===== config.mk =====
export PLATFORM = sky130hd
export DESIGN_NAME = mouse_device_sm
export DESIGN_NICKNAME = d
export VERILOG_FILES = /design/src/rtl/mouse_dev_pkg.sv /design/src/rtl/mouse_move_accum.sv /design/src/rtl/mouse_device_sm.sv
export SDC_FILE = /design/constraint.sdc
export NUM_CORES = 1
export LEC_CHECK = 0
export BUFFER_PORTS_ARGS = -buffer_cell sky130_fd_sc_hd__clkbuf_2
export CAP_MARGIN = 25
export CORE_MARGIN = 10
export CORE_UTILIZATION = 54
export DETAILED_ROUTE_END_ITERATION = 12
export PLACE_DENSITY = 0.86
export SKIP_CTS_REPAIR_TIMING = 1
export SYNTH_ARGS = -nofsm -noshare
export SYNTH_HDL_FRONTEND = slang
export SYNTH_SLANG_ARGS = --single-unit

===== constraint.sdc =====
create_clock -name CLK -period 3.36 [get_ports CLK]
set_input_delay 0 -clock CLK [delete_from_list [all_inputs] [get_ports CLK]]
set_output_delay 0 -clock CLK [all_outputs]
set_load 0.005 [all_outputs]

===== src/rtl/mouse_dev_pkg.sv =====
// Shared state encoding and PS/2 mouse command/response byte values.
package mouse_dev_pkg;

  typedef enum logic [3:0] {
    ST_SELFTEST, ST_TX_AA, ST_TX_ID, ST_IDLE,
    ST_TX_ACK, ST_TX_RESP, ST_PKT0, ST_PKT1, ST_PKT2
  } state_t;

  // Follow-up work once the ACK byte has gone out
  typedef enum logic [1:0] {ACT_NONE, ACT_RESET, ACT_ID} act_t;

  localparam logic [7:0] CMD_RESET    = 8'hFF;
  localparam logic [7:0] CMD_ENABLE   = 8'hF4;
  localparam logic [7:0] CMD_DISABLE  = 8'hF5;
  localparam logic [7:0] CMD_DEFAULTS = 8'hF6;
  localparam logic [7:0] CMD_GET_ID   = 8'hF2;

  localparam logic [7:0] RSP_ACK    = 8'hFA;
  localparam logic [7:0] RSP_RESEND = 8'hFE;
  localparam logic [7:0] RSP_BAT_OK = 8'hAA;
  localparam logic [7:0] RSP_ID     = 8'h00;

endpackage


===== src/rtl/mouse_move_accum.sv =====
// Saturating X/Y movement accumulators (axis 0 = X, axis 1 = Y) with sticky overflow flags.
module mouse_move_accum #(
  parameter int ACC_W = 10
) (
  input  logic            CLK,
  input  logic            RESET,
  input  logic            clr,
  input  logic            add,
  input  logic [1:0][7:0] delta,
  output logic [1:0][8:0] pos,
  output logic [1:0]      ovf
);

  localparam logic signed [ACC_W:0] MAXV = (ACC_W+1)'(255);
  localparam logic signed [ACC_W:0] MINV = -(ACC_W+1)'(256);

  for (genvar a = 0; a < 2; a++) begin : g_axis
    logic signed [ACC_W-1:0] acc, base;
    logic signed [ACC_W:0]   sum;
    logic                    sat_hi, sat_lo, ovf_r;

    // clr and add together: the delta lands on the freshly cleared value
    always_comb begin
      base   = clr ? '0 : acc;
      sum    = {base[ACC_W-1], base} + {{(ACC_W-7){delta[a][7]}}, delta[a]};
      sat_hi = sum > MAXV;
      sat_lo = sum < MINV;
    end

    always_ff @(posedge CLK or negedge RESET) begin
      if (!RESET) begin
        acc   <= '0;
        ovf_r <= 1'b0;
      end else if (add) begin
        acc   <= sat_hi ? MAXV[ACC_W-1:0] : sat_lo ? MINV[ACC_W-1:0] : sum[ACC_W-1:0];
        ovf_r <= (ovf_r & ~clr) | sat_hi | sat_lo;
      end else if (clr) begin
        acc   <= '0;
        ovf_r <= 1'b0;
      end
    end

    assign pos[a] = acc[8:0];
    assign ovf[a] = ovf_r;
  end

endmodule


===== src/rtl/mouse_device_sm.sv =====
// Device-side PS/2 mouse engine: power-on BAT, host command responses and 3-byte stream packets.
module mouse_device_sm
  import mouse_dev_pkg::*;
#(
  parameter int SELFTEST_CYCLES = 500000,
  parameter int ACC_W           = 10
) (
  input  logic       CLK,
  input  logic       RESET,
  input  logic [7:0] CMD_BYTE,
  input  logic       CMD_READY,
  input  logic [1:0] CMD_ERROR,
  output logic       SEND_BYTE,
  output logic [7:0] BYTE_TO_SEND,
  input  logic       BYTE_SENT,
  input  logic       MOVE_VALID,
  input  logic [7:0] MOVE_DX,
  input  logic [7:0] MOVE_DY,
  input  logic [2:0] MOVE_BTN,
  output logic       STREAM_EN,
  output logic [3:0] STATE_DBG
);

  localparam int CNT_W = $clog2(SELFTEST_CYCLES + 1);

  state_t           state;
  act_t             act;
  logic [CNT_W-1:0] cnt;
  logic             req_done, cmd_pend;
  logic [7:0]       pend_byte, pkt1, pkt2;
  logic [1:0]       pend_err;
  logic [2:0]       last_btn;

  logic [1:0][8:0]  pos;
  logic [1:0]       ovf;
  logic             is_tx, sent, service, trigger, acc_clr;
  logic [7:0]       byte0;

  always_comb begin
    is_tx   = state inside {ST_TX_AA, ST_TX_ID, ST_TX_ACK, ST_TX_RESP, ST_PKT0, ST_PKT1, ST_PKT2};
    sent    = is_tx && req_done && BYTE_SENT;
    service = (state == ST_IDLE) && cmd_pend;
    trigger = (state == ST_IDLE) && STREAM_EN && !cmd_pend && !CMD_READY &&
              (pos[0] != '0 || pos[1] != '0 || MOVE_BTN != last_btn);
    acc_clr = trigger || (service && pend_err == 2'd0 &&
              (pend_byte == CMD_RESET || pend_byte == CMD_DISABLE));
    byte0   = {ovf[1], ovf[0], pos[1][8], pos[0][8], 1'b1, MOVE_BTN};
  end

  mouse_move_accum #(.ACC_W(ACC_W)) u_accum (
    .CLK   (CLK),
    .RESET (RESET),
    .clr   (acc_clr),
    .add   (MOVE_VALID && STREAM_EN),
    .delta ({MOVE_DY, MOVE_DX}),
    .pos   (pos),
    .ovf   (ovf)
  );

  always_ff @(posedge CLK or negedge RESET) begin
    if (!RESET) begin
      state        <= ST_SELFTEST;
      act          <= ACT_NONE;
      cnt          <= '0;
      req_done     <= 1'b0;
      cmd_pend     <= 1'b0;
      pend_byte    <= 8'h00;
      pend_err     <= 2'd0;
      pkt1         <= 8'h00;
      pkt2         <= 8'h00;
      last_btn     <= 3'b000;
      SEND_BYTE    <= 1'b0;
      BYTE_TO_SEND <= 8'h00;
      STREAM_EN    <= 1'b0;
    end else begin
      SEND_BYTE <= 1'b0;
      if (is_tx && !req_done) begin
        SEND_BYTE <= 1'b1;
        req_done  <= 1'b1;
      end
      case (state)
        ST_SELFTEST: begin
          cmd_pend <= 1'b0;
          if (cnt == CNT_W'(SELFTEST_CYCLES - 1)) begin
            cnt <= '0; state <= ST_TX_AA; BYTE_TO_SEND <= RSP_BAT_OK; req_done <= 1'b0;
          end else begin
            cnt <= cnt + 1'b1;
          end
        end
        ST_TX_AA: if (sent) begin
          state <= ST_TX_ID; BYTE_TO_SEND <= RSP_ID; req_done <= 1'b0;
        end
        ST_TX_ID, ST_TX_RESP, ST_PKT2: if (sent) state <= ST_IDLE;
        ST_IDLE: begin
          if (service) begin
            cmd_pend     <= 1'b0;
            state        <= ST_TX_ACK;
            req_done     <= 1'b0;
            act          <= ACT_NONE;
            BYTE_TO_SEND <= RSP_ACK;
            if (pend_err != 2'd0) BYTE_TO_SEND <= RSP_RESEND;
            else case (pend_byte)
              CMD_RESET:    begin act <= ACT_RESET; STREAM_EN <= 1'b0; end
              CMD_ENABLE:   STREAM_EN <= 1'b1;
              CMD_DISABLE,
              CMD_DEFAULTS: STREAM_EN <= 1'b0;
              CMD_GET_ID:   act <= ACT_ID;
              default:      BYTE_TO_SEND <= RSP_RESEND;
            endcase
          end else if (trigger) begin
            pkt1 <= pos[0][7:0]; pkt2 <= pos[1][7:0]; last_btn <= MOVE_BTN;
            state <= ST_PKT0; BYTE_TO_SEND <= byte0; req_done <= 1'b0;
          end
        end
        ST_TX_ACK: if (sent) begin
          act <= ACT_NONE;
          case (act)
            ACT_RESET: begin state <= ST_SELFTEST; cnt <= '0; end
            ACT_ID:    begin state <= ST_TX_RESP; BYTE_TO_SEND <= RSP_ID; req_done <= 1'b0; end
            default:   state <= ST_IDLE;
          endcase
        end
        // A host command preempts the rest of an in-flight packet
        ST_PKT0: if (sent) begin
          if (cmd_pend || CMD_READY) state <= ST_IDLE;
          else begin state <= ST_PKT1; BYTE_TO_SEND <= pkt1; req_done <= 1'b0; end
        end
        ST_PKT1: if (sent) begin
          if (cmd_pend || CMD_READY) state <= ST_IDLE;
          else begin state <= ST_PKT2; BYTE_TO_SEND <= pkt2; req_done <= 1'b0; end
        end
        default: state <= ST_SELFTEST;
      endcase
      if (CMD_READY && state != ST_SELFTEST) begin
        cmd_pend  <= 1'b1;
        pend_byte <= CMD_BYTE;
        pend_err  <= CMD_ERROR;
      end
    end
  end

  assign STATE_DBG = state;

endmodule


==> results by group, run 1 <==
Hold path
  – HP Class: in -> reg

Place
  – Placement Cell Area: 6387 um^2
  – IO buf count: 47
  – RD Place Congestion: 0.9462
  – Placed instance count: 786
  – HPWL Detailed: 10670 um
  – Post-place setup slack: -507.6 ps

Power
  – Clock network fraction of total power: 10.2%
  – Switch Pwr: 2.890 mW
  – PwrDens: 973.7 nW/um^2
  – Worst vdd ir: 0.7283 mV
  – Seq pwr share: 26.0%
  – Leak: 3.147 nW
  – Logic pwr share: 63.8%
  – Switching fraction of total power: 42.59%
  – Internal Power: 3.896 mW
  – Tot Pwr: 6.786 mW

STA
  – Final setup viols: 20
  – RSZ-0062 raised after global routing: yes
  – Sum of negative setup slack: -5113 ps
  – Worst Clk Skew: 9.016 ps
  – Final Max Tran Viols: 0
  – Fmax achieved: 0.2704 GHz
  – Setup ws final: -338.6 ps
  – Slew headroom: 28.33%
  – Min Tclk post-route: 3699 ps
  – Worst-Margin Slew: 1075 ps
  – Final number of hold-violating endpoints: 0
  – Worst hold slack: 37.48 ps
  – Period utilization: 110.1%

Synth
  – Number of synthesized flops with an enable pin: 0
  – Sequential area share after synthesis: 40.41%
  – Synth Net Count: 612
  – XOR/XNOR Fraction of Synth Area: 3.697%
  – Post-synthesis mux area share: 10.65%
  – Post-synthesis adder-cell area fraction: 6.475%
  – Post-synthesis cell area: 5449 um^2
  – Largest family of logic cells by synthesized area: simple AND/OR/NAND/NOR gates
  – Simple-Gate Fraction of Synth Area: 18.94%
  – Fraction of registers with async set/reset: 100.0%
  – Synth Area in Compound Gates: 16.95%
  – Mean Syn Cell Area: 9.889 um^2
  – Syn Inst Count: 551
  – Seq cells post-synth: 88
  – Commonest register cell after synthesis: dfrtp_1
  – Count of cell types in the netlist: 69
  – Synth Warn #: 0

Clock tree
  – TritonCTS Sinks: 88
  – Reg clk slew, reported paths: 90 ps
  – Clk root buf: clkbuf_8
  – H-tree levels: 3
  – CTS tree: built
  – Clk buf depth: 2
  – Worst-Skew Late Latency: 370 ps
  – TritonCTS Buffers: 9

Critical path
  – Worst setup EP type: register
  – Delay-heaviest family, CP: compound AO/OA/AOI/OAI gates
  – CP arrival: 3960 ps
  – CP max stage cell: dfrtp_1
  – Largest stage delay, worst path: 410 ps
  – Setup CP Type: reg -> reg
  – Startpoint Class: register
  – Required @ worst endpoint: 3620 ps
  – Crit path cell chain: nor4_1 -> nand4_1 -> o2111ai_2 -> o21a_4 -> buf_4 -> nand2_1 -> inv_1 -> ha_1 -> a211oi_1 -> nor2_1 -> nor3_4 -> o21ai_2 -> mux2i_1 -> a211o_2 -> nand3b_1 -> a2bb2oi_2
  – CP bufs+invs: 2
  – Crit Path Max Fanout: 8

Die
  – Die Y: 120.5 um
  – Die W: 120.5 um
  – Core ar.: 9819 um^2
  – Initial core utilization: 55.49%
  – Top Ports: 48
  – Row cnt: 36
  – Die ar.: 14510 um^2

Finish
  – Post-route cell area: 6969 um^2
  – Multi-input gate area: 3346 um^2
  – Area delta synth->final: 27.90%
  – Fin nets: 747
  – Most frequent cells in the layout: dfrtp_1, buf_4, nor2_1
  – Total area of sequential cells: 2202 um^2
  – Most common cell after layout, fill and taps aside: dfrtp_1
  – Share of cells above drive strength 1: 36.32%
  – Antenna diode count: 0
  – Fill count: 698
  – Post-layout util: 70.97%
  – Post-route insts no fill: 824

Global route
  – GRT Total Usage: 19.26%
  – Total gr overflow: 0
  – Initial antenna violation count: 0
  – First-pass GRT wire length: 23100 um
  – Largest net degree at the start of global routing: 68
  – Vias in the first global route: 4822

Run
  – Max-cap violation count: 0

Run status
  – Failing checks: setup timing
  – Status: complete, but fails checks

Detailed routing
  – Via density per instance: 5.879
  – Antenna-violating nets left: 0
  – Detailed Route WL: 15050 um
  – Wire length per cell: 18.26 um
  – TritonRoute pass-1 iters: 5
  – Initial DRC count: 397
  – Residual DRC: 0
  – Vias: 4844
[metal layers]
layer,vias to the layer above,wire [um],track usage (%)
met4,0,356,5.128
met2,183,7666,33.00
met1,2371,6172,23.69
met3,39,855,4.653
met5,-,0,0
li1,2251,-,-
[registers in the layout, indices dropped and copies added, names as in the netlist]
name and count:
BYTE_TO_SEND 8, SEND_BYTE 1, STATE_DBG 4, STREAM_EN 1, act 2, cmd_pend 1, cnt 19, last_btn 3
pend_byte 8, pend_err 2, pkt1 8, pkt2 8, req_done 1, u_accum.g_axis.acc 20, u_accum.g_axis.ovf_r 2
[Yosys cell counts, types with 5 or more instances]
library cell  instances  area share, %
a211oi_1              5           0.69
a21o_1                9            1.2
a21oi_1              20            1.8
a2bb2oi_1             6           0.96
a2bb2oi_2             6            1.7
and2_1               21            2.4
and3_1               11            1.3
buf_2                 5           0.46
clkbuf_1             11           0.76
dfrtp_1              88             40
ha_1                 25            5.7
inv_1                12           0.83
mux2_2               32            6.6
mux2_4                8            2.2
mux2i_1              10            1.8
nand2_1              51            3.5
nand2b_1              6           0.69
nand3_1              13            1.2
nand4_1               9            1.0
nor2_1               51            3.5
nor2b_1              11            1.3
nor3_1                8           0.73
nor4_1                5           0.57
o21a_1                6           0.83
o21ai_0              33            3.0
o22ai_1               5           0.57
xnor2_1              16            2.6
xor2_1                7            1.1
[cells by family after synthesis]
family          after synthesis
xor+xnor                     23
flops                        88
compound gates              125
simple gates                205
buf+inv                      33
mux                          50
fa+ha+maj                    27
[power groups by stage]
stage                     clock network (mW)  logic, mW  registers [mW]
after global placement                     0       3.66            1.73
after floorplan                            0       2.64            1.69
after global routing                   0.750       4.68            1.80
final                                  0.691       4.33            1.76
after detailed placement                   0       3.84            1.76
after CTS                              0.690       3.87            1.74
[cell type report]
| cell class | count | area share [%] |
|---|---|---|
| inverters | 12 | 0.6463 |
| repair buffers | 145 | 14.76 |
| clock inverters | 6 | 0.6284 |
| clock buffers | 10 | 1.975 |
| multi-input cells | 430 | 48.01 |
| well taps | 133 | 2.388 |
| flip-flops and latches | 88 | 31.60 |
[worst paths after layout]
| path | startpoint | end | slack [ps] | depth (start not counted) |
|---|---|---|---|---|
| worst max register to register | u_accum.g_axis[1].acc[4]$_DFF_PN0_ | u_accum.g_axis[1].acc[3]$_DFF_PN0_ | -340 | 16 |
| worst min-delay path | MOVE_BTN[0] | BYTE_TO_SEND[0]$_DFFE_PN0P_ | 40 | 4 |
| max in group asynchronous | RESET | u_accum.g_axis[0].acc[7]$_DFF_PN0_ | 2680 | 3 |
| min in group asynchronous | RESET | cnt[3]$_DFFE_PN0P_ | 60 | 2 |
| worst max-delay path | u_accum.g_axis[1].acc[4]$_DFF_PN0_ | u_accum.g_axis[1].acc[3]$_DFF_PN0_ | -340 | 16 |
| worst min register to register | cnt[0]$_DFFE_PN0P_ | cnt[0]$_DFFE_PN0P_ | 500 | 1 |
[worst register-to-register path, cell delays in order, from the launching register on]
cell and delay, ps:
dfrtp_1 410, nor4_1 370, nand4_1 180, o2111ai_2 250, o21a_4 210, buf_4 120
nand2_1 120, inv_1 100, ha_1 260, a211oi_1 350, nor2_1 170, nor3_4 170
o21ai_2 90, mux2i_1 150, a211o_2 390, nand3b_1 180, a2bb2oi_2 80
No activity file was read; power rests on OpenSTA's default activity.
==> run 2: changes to the inputs <==
--- a/config.mk
+++ b/config.mk
@@ -5,12 +5,12 @@
 export SDC_FILE = /design/constraint.sdc
 export NUM_CORES = 1
 export LEC_CHECK = 0
+export ABC_AREA = 1
 export BUFFER_PORTS_ARGS = -buffer_cell sky130_fd_sc_hd__clkbuf_2
 export CAP_MARGIN = 25
-export CORE_MARGIN = 10
-export CORE_UTILIZATION = 54
+export CORE_UTILIZATION = 55
 export DETAILED_ROUTE_END_ITERATION = 12
-export PLACE_DENSITY = 0.86
+export PLACE_DENSITY = 0.87
 export SKIP_CTS_REPAIR_TIMING = 1
 export SYNTH_ARGS = -nofsm -noshare
 export SYNTH_HDL_FRONTEND = slang
==> run 2 against run 1 <==
The flow now finishes without violations; sequential power down 40%; largest cell class unchanged; clock power up 20%; cell count up 30%; sequential cell count unchanged; die area down 20%; hold slack better by 23 ps; first-iteration DRC count down 19%; sequential share of layout area down 0.32 points; critical path type unchanged; highest routed layer unchanged; synthesized area up 13%; critical endpoint is now u_accum.g_axis[0].acc[5]$_DFF_PN0_; clock-buffer cell count unchanged.
==> results by group, run 2 <==
Run status
  – Status: finished, final reports clean

Critical path
  – Reg2reg end: u_accum.g_axis[0].acc[5]$_DFF_PN0_
  – CP Launch Point: STATE_DBG[2]$_DFFE_PN0P_
  – Crit path cell chain: nor2_4 -> nand2_4 -> inv_4 -> nand2_2 -> nor2_2 -> nand2_2 -> nand2_4 -> buf_4 -> nor2_1 -> ha_1 -> nand2_1 -> nor2_1 -> nand3_1 -> nand2_1 -> nand2_1 -> nand2_1 -> nand3_2 -> a21oi_4 -> a21oi_1
  – Setup CP Type: reg -> reg
  – Worst r2r path cells: 19 (+3)
  – CP arrival: 3360 ps (-600 ps)
  – Flop-to-flop setup slack: 240 ps (+580 ps)
  – Crit Path Max Fanout: 14 (+6)
  – Startpoint Class: register
  – Worst R2R Start: STATE_DBG[2]$_DFFE_PN0P_
  – Required @ worst endpoint: 3600 ps (-20 ps)
  – Largest stage delay, worst path: 420 ps (about the same)
  – Worst setup EP type: register
  – Cell mode on critical path: nand2_1
  – CP max stage cell: dfrtp_1

Clock tree
  – Worst-Skew Late Latency: 370 ps (about the same)
  – H-tree levels: 3 (unchanged)
  – Clk buf depth: 2 (unchanged)
  – TritonCTS Buffers: 9 (unchanged)
  – Reg clk slew, reported paths: 90 ps (about the same)
  – Clk root buf: clkbuf_8
  – TritonCTS Sinks: 88 (unchanged)
  – CTS tree: built

Global route
  – First-pass GRT wire length: 23760 um (+2.8%)
  – Vias in the first global route: 5336 (+11%)
  – GRT Total Usage: 25.88% (+6.6 points)
  – Largest net degree at the start of global routing: 60 (-12%)
  – Total gr overflow: 0 (unchanged)
  – Initial antenna violation count: 0 (unchanged)

Synth
  – Mean Syn Cell Area: 7.158 um^2 (-28%)
  – Synth area leaders: dfrtp_1, nand2_1, inv_1
  – Synth Net Count: 920 (+50%)
  – Seq cells post-synth: 88 (unchanged)
  – Most frequent cell after synthesis: nand2_1
  – Cell taking the most area after synthesis: dfrtp_1
  – Count of cell types in the netlist: 47 (-32%)
  – Commonest register cell after synthesis: dfrtp_1
  – Fraction of registers with async set/reset: 100.0% (unchanged)
  – Synth top cells by count: nand2_1, inv_1, dfrtp_1
  – Synth Warn #: 0 (unchanged)
  – Number of synthesized flops with an enable pin: 0 (unchanged)
  – Post-synthesis cell area: 6148 um^2 (+13%)
  – Synth top area share: 35.82% (-4.6 points)
  – Syn Inst Count: 859 (+56%)
  – Sequential area share after synthesis: 35.82% (-4.6 points)

Die
  – Core ar.: 10890 um^2 (+11%)
  – Die Y: 107.7 um (-11%)
  – Top Ports: 48 (unchanged)
  – Row cnt: 38 (+5.6%)
  – Initial core utilization: 56.47% (+0.98 points)
  – Die W: 107.7 um (-11%)
  – Die ar.: 11610 um^2 (-20%)

Power
  – Leak: 3.571 nW (+13%)
  – Worst vdd ir: 0.1673 mV (-77%)
  – PwrDens: 288.6 nW/um^2 (-70%)

Finish
  – Share of cells above drive strength 1: 16.60% (-20 points)
  – Number of flip-flops in the largest register: 20 (unchanged)
  – Area delta synth->final: 14.59%
  – Antenna diode count: 0 (unchanged)
  – Biggest regs: u_accum.g_axis.acc: 20 flops, cnt: 19 flops
  – Reg with most FFs: u_accum.g_axis.acc
  – Most frequent cells in the layout: nand2_1, inv_1, dfrtp_1
  – Fin nets: 990 (+33%)
  – Post-layout util: 64.71% (-6.3 points)
  – Most common cell after layout, fill and taps aside: nand2_1
  – Post-route cell area: 7046 um^2 (+1.1%)

Hold path
  – Hold depth: 4 (unchanged)
  – HP Class: in -> reg
  – Worst Hold Launch: MOVE_DY[0]
  – Hold path endpoint: u_accum.g_axis[1].acc[0]$_DFF_PN0_

Place
  – RD Place Congestion: 0.9232 (-2.4%)
  – Placement Cell Area: 6546 um^2 (+2.5%)
  – IO buf count: 47 (unchanged)
  – HPWL Detailed: 10500 um (-1.6%)

STA
  – Worst-Margin Slew: 843.1 ps (-231.9 ps)
  – Worst hold slack: 60.01 ps (+22.53 ps)
  – Period utilization: 92.85% (-17 points)
  – Final number of hold-violating endpoints: 0 (unchanged)
  – Sum of negative setup slack: 0 ps (+5113 ps)
  – Fmax achieved: 0.3205 GHz (+19%)
  – Final Max Tran Viols: 0 (unchanged)
  – Worst Clk Skew: 11.33 ps (+2.312 ps)
  – Slew headroom: 43.65% (+15 points)
  – Min Tclk post-route: 3120 ps (-578.8 ps)
  – Final setup viols: 0 (-100%)

Run
  – Max-cap violation count: 0 (unchanged)

Detailed routing
  – Antenna-violating nets left: 0 (unchanged)
  – Detailed Route WL: 14230 um (-5.4%)
  – TritonRoute pass-1 iters: 5 (unchanged)
  – Via density per instance: 5.356 (-8.9%)
  – Wire length per cell: 13.25 um (-27%)
  – Residual DRC: 0 (unchanged)
  – Initial DRC count: 320 (-19%)
  – Vias: 5752 (+19%)
## run 2: cell type report
type,instances,area (um^2)
Clock buffer,10,137.6
Clock inverter,6,91.34
Fill cell,949,3842
Inverter,119,449.2
Multi-Input combinational cell,636,3498
Sequential cell,88,2203
Tap cell,140,175.2
Timing Repair Buffer,75,490.5
## run 2: worst max path at each step
stage	cells after the start	slack [ps]	to
3_3_place_gp	17	110	u_accum.g_axis[1].acc[4]$_DFF_PN0_
6_report	19	240	u_accum.g_axis[0].acc[5]$_DFF_PN0_
2_1_floorplan	19	390	u_accum.g_axis[1].acc[2]$_DFF_PN0_
5_1_grt	19	-20	u_accum.g_axis[0].acc[6]$_DFF_PN0_
4_1_cts	17	20	u_accum.g_axis[1].acc[7]$_DFF_PN0_
3_5_place_dp	17	50	u_accum.g_axis[1].acc[5]$_DFF_PN0_
## run 2: metrics by stage
stage                     instances  worst slack (ps)  power [mW]
after global routing           1074            -20.24       2.108
final                          1074             240.2       2.034
after floorplan                 859             391.3       1.141
after CTS                      1057             17.78       2.025
after detailed placement       1041             46.86       1.201
after global placement         1041             105.3       1.200
## run 2: report_power, final
| part | leakage [nW] | internal (mW) | total (mW) | switching [mW] |
|---|---|---|---|---|
| clock network | 0.117 | 0.443 | 0.832 | 0.389 |
| registers | 1.20 | 1.06 | 1.06 | 0.000647 |
| logic | 2.26 | 0.0559 | 0.141 | 0.0855 |
| total | 3.57 | 1.56 | 2.03 | 0.475 |
## run 2: metal layers
metal | GRT usage (%) | vias to the layer above | wire (um)
li1 | - | 2916 | -
met3 | 3.390 | 27 | 684
met4 | 10.67 | 0 | 297
met1 | 34.16 | 2645 | 6500
met2 | 42.67 | 164 | 6749
met5 | 0 | - | 0
## run 2: cells by family (layout without fill, tap and decap cells)
kind of cell	count (synthesis)	count (layout)	synth area share [%]
xor gates and xnor gates	20	20	2.849
buffers and inverters	135	210	8.893
AOI/OAI and AO/OA	120	120	11.84
adders and majority gates	27	27	5.739
DFF	88	88	35.82
muxes	10	10	1.811
and+or+nand+nor	459	459	33.05
## run 2: critical path: cells and delay by family (launching register included)
| kind | cells | cell delay (ps) |
|---|---|---|
| AO/OA/AOI/OAI | 2 | 350 |
| adder cells (fa/ha/maj) | 1 | 370 |
| buffers and inverters | 2 | 290 |
| flip-flops | 1 | 420 |
| AND/OR/NAND/NOR | 14 | 1540 |
==> run 3: changes to the inputs <==
--- a/config.mk
+++ b/config.mk
@@ -8,10 +8,10 @@
 export ABC_AREA = 1
 export BUFFER_PORTS_ARGS = -buffer_cell sky130_fd_sc_hd__clkbuf_2
 export CAP_MARGIN = 25
+export CORE_MARGIN = 10
 export CORE_UTILIZATION = 55
 export DETAILED_ROUTE_END_ITERATION = 12
 export PLACE_DENSITY = 0.87
-export SKIP_CTS_REPAIR_TIMING = 1
 export SYNTH_ARGS = -nofsm -noshare
 export SYNTH_HDL_FRONTEND = slang
 export SYNTH_SLANG_ARGS = --single-unit
==> run 3 against run 2 <==
Clock-buffer cell count increased by 1; worst setup slack got worse by 16 ps; die area up 36%; core utilization increased by 0.24 points; non-clock buffer count increased by 4; cell area is 0.37% higher; critical endpoint is now u_accum.g_axis[1].acc[5]$_DFF_PN0_; highest routed layer unchanged.
==> results by group, run 3 (synthesis results as in run 2) <==
Detailed routing
  – Residual DRC: 0 (unchanged)
  – Detailed Route WL: 14960 um (+5.1%)
  – Via density per instance: 5.407 (+0.96%)
  – Initial DRC count: 456 (+43%)
  – TritonRoute pass-1 iters: 5 (unchanged)
  – Antenna-violating nets left: 0 (unchanged)
  – Vias: 5829 (+1.3%)
  – Wire length per cell: 13.87 um (+4.7%)

Power
  – PwrDens: 276.4 nW/um^2 (-4.2%)
  – Leak: 3.569 nW (about the same)
  – Worst vdd ir: 0.1614 mV (-3.5%)
  – Tot Pwr: 1.955 mW (-3.9%)

Finish
  – Post-route cell area: 7072 um^2 (+0.37%)
  – Biggest regs: u_accum.g_axis.acc: 20 flops, cnt: 19 flops
  – Post-layout util: 64.95% (+0.24 points)
  – Share of cells above drive strength 1: 17.16% (+0.57 points)
  – Area delta synth->final: 15.02%
  – Most common cell after layout, fill and taps aside: nand2_1
  – Number of flip-flops in the largest register: 20 (unchanged)
  – Fin nets: 994 (+0.40%)
  – Reg with most FFs: u_accum.g_axis.acc
  – Most frequent cells in the layout: nand2_1, inv_1, dfrtp_1
  – Post-route insts no fill: 1078 (+0.37%)
  – Antenna diode count: 0 (unchanged)

Global route
  – Largest net degree at the start of global routing: 55 (-8.3%)
  – Initial antenna violation count: 0 (unchanged)
  – Total gr overflow: 0 (unchanged)
  – First-pass GRT wire length: 24870 um (+4.7%)
  – GRT Total Usage: 18.26% (-7.6 points)
  – Vias in the first global route: 5471 (+2.5%)

Run
  – Max-cap violation count: 0 (unchanged)

STA
  – Sum of negative setup slack: 0 ps (unchanged)
  – Slew headroom: 45.55% (+1.9 points)
  – Period utilization: 93.34% (+0.48 points)
  – Worst-Margin Slew: 814.8 ps (-28.29 ps)
  – Fmax achieved: 0.3189 GHz (-0.52%)
  – Final Max Tran Viols: 0 (unchanged)
  – Setup ws final: 223.9 ps (-16.26 ps)
  – Final number of hold-violating endpoints: 0 (unchanged)
  – Worst hold slack: 27.94 ps (-32.07 ps)
  – Final setup viols: 0 (unchanged)
  – Min Tclk post-route: 3136 ps (+16.26 ps)
  – Worst Clk Skew: 9.176 ps (-2.153 ps)

Die
  – Top Ports: 48 (unchanged)
  – Die W: 125.7 um (+17%)
  – Row cnt: 38 (unchanged)
  – Core ar.: 10890 um^2 (unchanged)
  – Initial core utilization: 56.47% (unchanged)
  – Die Y: 125.7 um (+17%)
  – Die ar.: 15810 um^2 (+36%)

Clock tree
  – Reg clk slew, reported paths: 90 ps (about the same)
  – TritonCTS Buffers: 9 (unchanged)
  – CTS tree: built
  – H-tree levels: 3 (unchanged)
  – Clk root buf: clkbuf_8
  – TritonCTS Sinks: 88 (unchanged)
  – Worst-Skew Late Latency: 370 ps (about the same)
  – Clk buf depth: 2 (unchanged)

Hold path
  – HP Class: in -> reg
  – Hold depth: 4 (unchanged)
  – Worst Hold Launch: MOVE_DX[0]
  – Hold path endpoint: u_accum.g_axis[0].acc[0]$_DFF_PN0_

Critical path
  – Crit Path Max Fanout: 16 (+2)
  – Required @ worst endpoint: 3600 ps (about the same)
  – Startpoint Class: register
  – CP arrival: 3380 ps (+20 ps)
  – Setup CP Type: reg -> reg
  – Worst R2R Start: STATE_DBG[2]$_DFFE_PN0P_
  – Reg2reg end: u_accum.g_axis[1].acc[5]$_DFF_PN0_
  – Flop-to-flop setup slack: 220 ps (-20 ps)
  – Worst setup EP type: register
  – Worst r2r path cells: 18 (-1)

Run status
  – Status: finished, final reports clean

Place
  – Post-place setup slack: -6.023 ps (-52.88 ps)
  – Placement Cell Area: 6566 um^2 (+0.31%)
  – IO buf count: 47 (unchanged)
  – RD Place Congestion: 0.9533 (+3.3%)
  – Placed instance count: 1041 (unchanged)
  – HPWL Detailed: 11100 um (+5.8%)
run 3: metal layers:
metal | share of wire [%] | vias up | track usage, % | wire, um
met5 | 0 | - | 0 | 0
met4 | 2.3 | 0 | 6.698 | 342
met3 | 4.9 | 31 | 3.146 | 739
met2 | 48 | 172 | 30.79 | 7166
met1 | 45 | 2697 | 22.95 | 6707
li1 | - | 2929 | - | -
run 3: what timing repair did:
item / 4_1_cts / 5_1_grt
buffers inserted: 0 / 7
hold buffers: 14 / 0
gates resized for setup: 1 / 25
endpoints found under the setup margin: 6 / 20
pin swaps: 0 / 7
hold endpoints to repair: 82 / 0
run 3: worst max path at each step:
| stage | start | endpoint | cells after the start | slack, ps |
|---|---|---|---|---|
| after global routing | STATE_DBG[2]$_DFFE_PN0P_ | u_accum.g_axis[1].ovf_r$_DFFE_PN0P_ | 21 | -30 |
| after detailed placement | pend_byte[4]$_DFFE_PN0P_ | u_accum.g_axis[1].acc[5]$_DFF_PN0_ | 17 | -6 |
| after global placement | pend_byte[5]$_DFFE_PN0P_ | u_accum.g_axis[1].acc[4]$_DFF_PN0_ | 18 | 200 |
| after CTS | pend_byte[4]$_DFFE_PN0P_ | u_accum.g_axis[1].acc[5]$_DFF_PN0_ | 17 | 70 |
| final | STATE_DBG[2]$_DFFE_PN0P_ | u_accum.g_axis[1].acc[5]$_DFF_PN0_ | 18 | 220 |
| after floorplan | STATE_DBG[3]$_DFFE_PN0P_ | u_accum.g_axis[1].acc[2]$_DFF_PN0_ | 19 | 390 |
run 3: worst max-delay path, stage by stage (launching register included):
cell and delay, ps:
dfrtp_2 440, nor2_4 180, nand2_4 100, inv_4 90
nand2_2 60, nor2_2 150, nand2_2 110, nand2_2 140
buf_6 180, nor2_1 60, ha_1 350, nand2_1 140
inv_1 50, a21oi_1 240, nand3_1 120, nand2_1 100
nand3_2 130, a21oi_4 250, a21oi_1 110
run 3: final cells by class:
type | instances | area (um^2)
Timing Repair Buffer | 79 | 540.5
Fill cell | 892 | 3816
Clock buffer | 11 | 131.4
Tap cell | 140 | 175.2
Sequential cell | 88 | 2203
Inverter | 119 | 449.2
Clock inverter | 5 | 63.81
Multi-Input combinational cell | 636 | 3508
run 3: where the power goes:
group	switching, mW	total, mW	internal, mW
Sequential	0.000731	1.06	1.06
Combinational	0.0867	0.147	0.0603
Clock	0.395	0.748	0.352
